$ cat src/rtl/rr_arbiter_pkg.sv
// rr_arbiter_pkg: shared arbiter types, limits and the one-hot to index helper
package arb_pkg;
  localparam int MAX_N = 32;
  localparam int MAX_IW = $clog2(MAX_N);
  typedef enum logic {IDLE, BUSY} state_t;
  function automatic logic [MAX_IW-1:0] onehot_to_idx(input logic [MAX_N-1:0] oh);
    onehot_to_idx = '0;
    for (int i = 0; i < MAX_N; i++)
      if (oh[i]) onehot_to_idx = onehot_to_idx | MAX_IW'(i);
  endfunction
endpackage

$ cat src/rtl/rr_arbiter_if.sv
// rr_arbiter_if: request/grant bundle between requesters and the arbiter
interface rr_arbiter_if #(parameter int N = 8);
  localparam int IW = $clog2(N);
  logic [N-1:0] REQ;
  logic LAST;
  logic [N-1:0] GNT;
  logic GNT_VALID;
  logic [IW-1:0] GNT_IDX;
  modport master(output REQ, LAST, input GNT, GNT_VALID, GNT_IDX);
  modport slave(input REQ, LAST, output GNT, GNT_VALID, GNT_IDX);
endinterface

$ cat src/rtl/rr_arbiter_lsb_isolate.sv
// lsb_isolate: keeps only the lowest set bit of x and flags a non-zero input
module lsb_isolate #(parameter int W = 8) (
  input  logic [W-1:0] x,
  output logic [W-1:0] y,
  output logic         nz
);
  assign y = x & ~(x - W'(1));
  assign nz = |x;
endmodule

$ cat src/rtl/rr_arbiter.sv
// rr_arbiter: round-robin arbiter with registered one-hot grant and optional lock
module rr_arbiter import arb_pkg::*; #(
  parameter int N = 8,
  parameter bit LOCK = 1'b1,
  localparam int IW = $clog2(N)
) (
  input logic CLK,
  input logic ASYNCRESETN,
  rr_arbiter_if.slave bus
);
  state_t state;
  logic [IW-1:0] ptr, pickIdx, nextPtr;
  logic [N-1:0] mask, maskedPick, plainPick, pick;
  logic maskedAny, plainAny, hold;
  // requesters at or above the pointer form the high-priority window
  always_comb begin
    mask = '0;
    for (int i = 0; i < N; i++) mask[i] = i >= int'(ptr);
  end
  lsb_isolate #(.W(N)) uMasked (.x(bus.REQ & mask), .y(maskedPick), .nz(maskedAny));
  lsb_isolate #(.W(N)) uPlain (.x(bus.REQ), .y(plainPick), .nz(plainAny));
  assign pick = maskedAny ? maskedPick : plainPick;
  assign pickIdx = IW'(onehot_to_idx(MAX_N'(pick)));
  assign nextPtr = pickIdx == IW'(N - 1) ? '0 : pickIdx + IW'(1);
  assign hold = LOCK && state == BUSY && |(bus.REQ & bus.GNT) && !bus.LAST;
  // grant FSM: hold a locked grant, otherwise re-arbitrate every cycle
  always_ff @(posedge CLK or negedge ASYNCRESETN) begin
    if (!ASYNCRESETN) begin
      state <= IDLE;
      ptr <= '0;
      bus.GNT <= '0;
      bus.GNT_VALID <= 1'b0;
      bus.GNT_IDX <= '0;
    end else if (!hold) begin
      state <= plainAny ? BUSY : IDLE;
      ptr <= plainAny ? nextPtr : ptr;
      bus.GNT <= plainAny ? pick : '0;
      bus.GNT_VALID <= plainAny;
      bus.GNT_IDX <= plainAny ? pickIdx : '0;
    end
  end
endmodule

$ cat src/flat_wrapper.sv
// flat-port wrapper written by rule: the top's interface ports become plain ports
module rr_arbiter_flat import arb_pkg::*;
#(
  parameter int N = 8,
  parameter bit LOCK = 1'b1,
  localparam int IW = $clog2(N)
)
  (CLK, ASYNCRESETN, bus_REQ, bus_LAST, bus_GNT, bus_GNT_VALID, bus_GNT_IDX);
  rr_arbiter_if #(.N(N)) bus_i ();
  input logic CLK;
  input logic ASYNCRESETN;
  input wire logic [$bits(bus_i.REQ)-1:0] bus_REQ;
  input wire logic [$bits(bus_i.LAST)-1:0] bus_LAST;
  output wire logic [$bits(bus_i.GNT)-1:0] bus_GNT;
  output wire logic [$bits(bus_i.GNT_VALID)-1:0] bus_GNT_VALID;
  output wire logic [$bits(bus_i.GNT_IDX)-1:0] bus_GNT_IDX;
  assign bus_i.REQ = bus_REQ;
  assign bus_i.LAST = bus_LAST;
  assign bus_GNT = bus_i.GNT;
  assign bus_GNT_VALID = bus_i.GNT_VALID;
  assign bus_GNT_IDX = bus_i.GNT_IDX;
  rr_arbiter #(.N(N), .LOCK(LOCK)) u_core (.CLK(CLK), .ASYNCRESETN(ASYNCRESETN), .bus(bus_i));
endmodule
$ cat config.mk
export PLATFORM = sky130hd
export DESIGN_NAME = rr_arbiter_flat
export DESIGN_NICKNAME = d
export VERILOG_FILES = /design/src/rtl/rr_arbiter_pkg.sv /design/src/rtl/rr_arbiter_if.sv /design/src/rtl/rr_arbiter_lsb_isolate.sv /design/src/rtl/rr_arbiter.sv /design/src/flat_wrapper.sv
export SDC_FILE = /design/constraint.sdc
export NUM_CORES = 1
export LEC_CHECK = 0
export CAP_MARGIN = 20
export CORE_MARGIN = 1
export CORE_UTILIZATION = 45
export CTS_BUF_LIST = sky130_fd_sc_hd__clkbuf_8
export CTS_CLUSTER_SIZE = 25
export DETAILED_ROUTE_END_ITERATION = 16
export PLACE_DENSITY = 0.77
export SETUP_SLACK_MARGIN = 0.4
export SYNTH_ARGS = -nofsm -noshare
export SYNTH_HDL_FRONTEND = slang
export SYNTH_SLANG_ARGS = --single-unit
$ cat constraint.sdc
create_clock -name CLK -period 5.8 [get_ports CLK]
set_input_delay 1.16 -clock CLK [delete_from_list [all_inputs] [get_ports CLK]]
set_output_delay 1.16 -clock CLK [all_outputs]
set_load 0.05 [all_outputs]
==> flow_summary_export.csv <==
group,metric,value,unit
status,status,"finished clean",
pwr,switching_share,47.2,%
layout,layout_commonest_cell,"clkdlybuf4s50_1",
pwr,power_switching,357,uW
layout,finish.utilization,59.2,%
setup_path,cp_common_cell,"ha_1",
routing,wl_per_cell,16.1,um
die,start_util,48.2,%
die,die_w,51.2,um
routing,first_iter_violations,23,
timing,worst_pin_slew,0.684,ns
timing,rsz0062_at_grt,"no",
pwr,peakVddDrop,0.000344,V
layout,antennaDiodeCount,0,
timing,fin_skew,0.00327,ns
grt,grt_antenna_before_repair,0,
hold_path,min_from,"u_core.bus.GNT_IDX[0]$_DFFE_PN0N_",
timing,tns,0,ns
clock_tree,cts_resized,0,
pwr,pwr_density_cell,568,nW/um2
setup_path,start_kind,"primary input",
routing,detail-route-antenna-nets,0,
routing,drc,0,
setup_path,critPathKind,"primary input to register",
layout,layout-drive-gt1-share,16.5,%
timing,timing.fmax,282,MHz
hold_path,holdPathStages,1,
setup_path,r2r_setup_slack,3.18,ns
clock_tree,tritoncts,"done",
setup_path,end_kind,"register",
layout,syn2layout_area_growth,22.7,%
setup_path,required,5.94,ns
yosys,synth_area,1090,um2
setup_path,path_delay_family,"compound AO/OA/AOI/OAI gates",
yosys,synthFlopType,"dfrtp_1",
yosys,ys_ff_latch,15,
clock_tree,clk_latency,0.25,ns
yosys,synth_edf_count,0,
layout,final_cell_area,1330,um2
grt,grt_max_degree,17,
pwr,combPwrFrac,61.2,%
job,max_cap_viol_count,0,
grt,grt.total_usage,22.9,%
pwr,power.total,757,uW
grt,grt_pass1_wl,4440,um
clock_tree,post_cts_buffers,0,
setup_path,critPathSlowestCell,"clkdlybuf4s50_1",
grt,overflow,0,
placed_design,port_buffers,22,
yosys,syn_inst,115,
clock_tree,postCtsHoldBufs,0,
clock_tree,cts_buffer_depth,2,
yosys,async_flop_share,100,%
die,coreArea,2250,um2
yosys,synth_area_leaders,"dfrtp_1 (35%), mux2_2 (5.2%), nand2_1 (4.1%)",
die,die_y,51.2,um
setup_path,crit_buf_inv,1,
placed_design,dp.cells,157,
yosys,syn-num-nets,128,
hold_path,hold_path_class,"register to register",
die,io_pins,23,
setup_path,cp_cell_sequence,"clkdlybuf4s50_1, a2bb2oi_1, a221o_2, nor4_1, o21ai_1, nand3b_4, ha_1, ha_1, mux2_4",
yosys,synth_top_area_share,34.5,%
clock_tree,h-tree-depth,1,
hold_path,hold_path_end,"u_core.bus.GNT_IDX[0]$_DFFE_PN0N_",
timing,hold_viol,0,
pwr,pwr-share-clk,11.4,%
timing,slew_violations,0,
setup_path,worst-path-max-fanout,9,
die,die_area,2620,um2
die,row_count,17,
pwr,p_leak,0.539,nW
clock_tree,cts_root_buffer,"clkbuf_8",
routing,vias,978,
clock_tree,path_clk_slew,0.06,ns
routing,viasPerCell,6.07,
routing,dr.pass1.iters,5,
yosys,ys_warn_count,0,
pwr,intPower,399,uW
yosys,ys_seq_area_share,34.5,%
grt,grt_pass1_vias,945,
setup_path,critPathMaxStageDelay,0.66,ns
timing,finalCritPeriodShare,61.1,%
setup_path,timing.rr.start,"u_core.ptr[2]$_DFFE_PN0P_",
setup_path,r2r-end,"u_core.ptr[2]$_DFFE_PN0P_",
placed_design,gp_congestion,1.01,
pwr,seqPwrFrac,27.4,%
clock_tree,cts_made_buffers,3,
placed_design,place_area,1290,um2
layout,fin_nets,147,
layout,instances_no_fill,161,
placed_design,dp_hpwl,1920,um
setup_path,arrival,3.68,ns
timing,period_needed,3.54,ns
routing,wl,2590,um
timing,max-slew-margin-rel,54.3,%
layout,final_cell_mix,"clkdlybuf4s50_1 (22), dfrtp_1 (15), nand2_1 (12)",
clock_tree,numClockSinks,15,
timing,finalSetupViolCount,0,
setup_path,r2r_cells,8,
yosys,yosysTopAreaCell,"dfrtp_1",
setup_path,crit_path_start,"bus_REQ[4]",
yosys,avgSynthCellArea,9.45,um2
yosys,synth.distinct_cells,42,
==> synth_stat cells (4+ instances only) <==
cell type  count
dfrtp_1       15
o21ai_0        8
inv_1          4
nand2_1       12
buf_2          5
mux2_2         5
nor2_1         7
==> worst max path at each step <==
stage,cells after the start,endpoint,slack (ns)
finish,9,u_core.ptr[2]$_DFFE_PN0P_,2.26
global route,9,u_core.ptr[2]$_DFFE_PN0P_,2.14
CTS,9,u_core.ptr[2]$_DFFE_PN0P_,2.29
detailed placement,9,u_core.ptr[2]$_DFFE_PN0P_,2.02
global placement,9,u_core.ptr[2]$_DFFE_PN0P_,2.07
floorplan,9,u_core.ptr[2]$_DFFE_PN0P_,2.72
==> flip-flops by register name, summed over array words and instances, names as in the netlist <==
register            count
u_core.bus.GNT          8
u_core.bus.GNT_IDX      3
u_core.ptr              3
u_core.state            1
==> metal layers <==
metal	vias up	routed length [um]	track usage [%]
li1	462	-	-
met5	-	0	0
met3	7	147	2.38
met1	468	1190	33.0
met2	41	1210	34.4
met4	0	46	10.2
==> cells by family (layout without fill, tap and decap cells) <==
family / after synthesis / after routing / synth area share [%]
AOI/OAI and AO/OA: 36 / 36 / 25.3
adders and majority gates: 2 / 2 / 2.30
buffers and inverters: 13 / 31 / 7.13
DFF: 15 / 15 / 34.5
muxes: 8 / 8 / 8.86
and+or+nand+nor: 41 / 41 / 21.9
==> per-stage QoR <==
step | setup slack [ns] | hold WS, ns
2_1_floorplan | 2.72 | 0.627
3_3_place_gp | 2.07 | 0.492
3_5_place_dp | 2.02 | 0.498
4_1_cts | 2.29 | 0.512
5_1_grt | 2.14 | 0.527
6_report | 2.26 | 0.509
==> final cells by class <==
type / count / area [um2]
fill: 218 / 921
multi-input combinational: 87 / 634
sequential: 15 / 375
timing repair buffer: 23 / 228
clock buffer: 3 / 41.3
tap: 28 / 35.0
inverter: 4 / 15.0
clock inverter: 1 / 5.00
==> power groups by stage <==
stage	Clock [mW]	Combinational (mW)	Sequential, mW
CTS	0.0868	0.463	0.206
global route	0.0920	0.494	0.216
floorplan	0	0.272	0.281
finish	0.0862	0.463	0.208
global placement	0	0.455	0.206
detailed placement	0	0.460	0.208
Power figures use the tool's default switching activity.
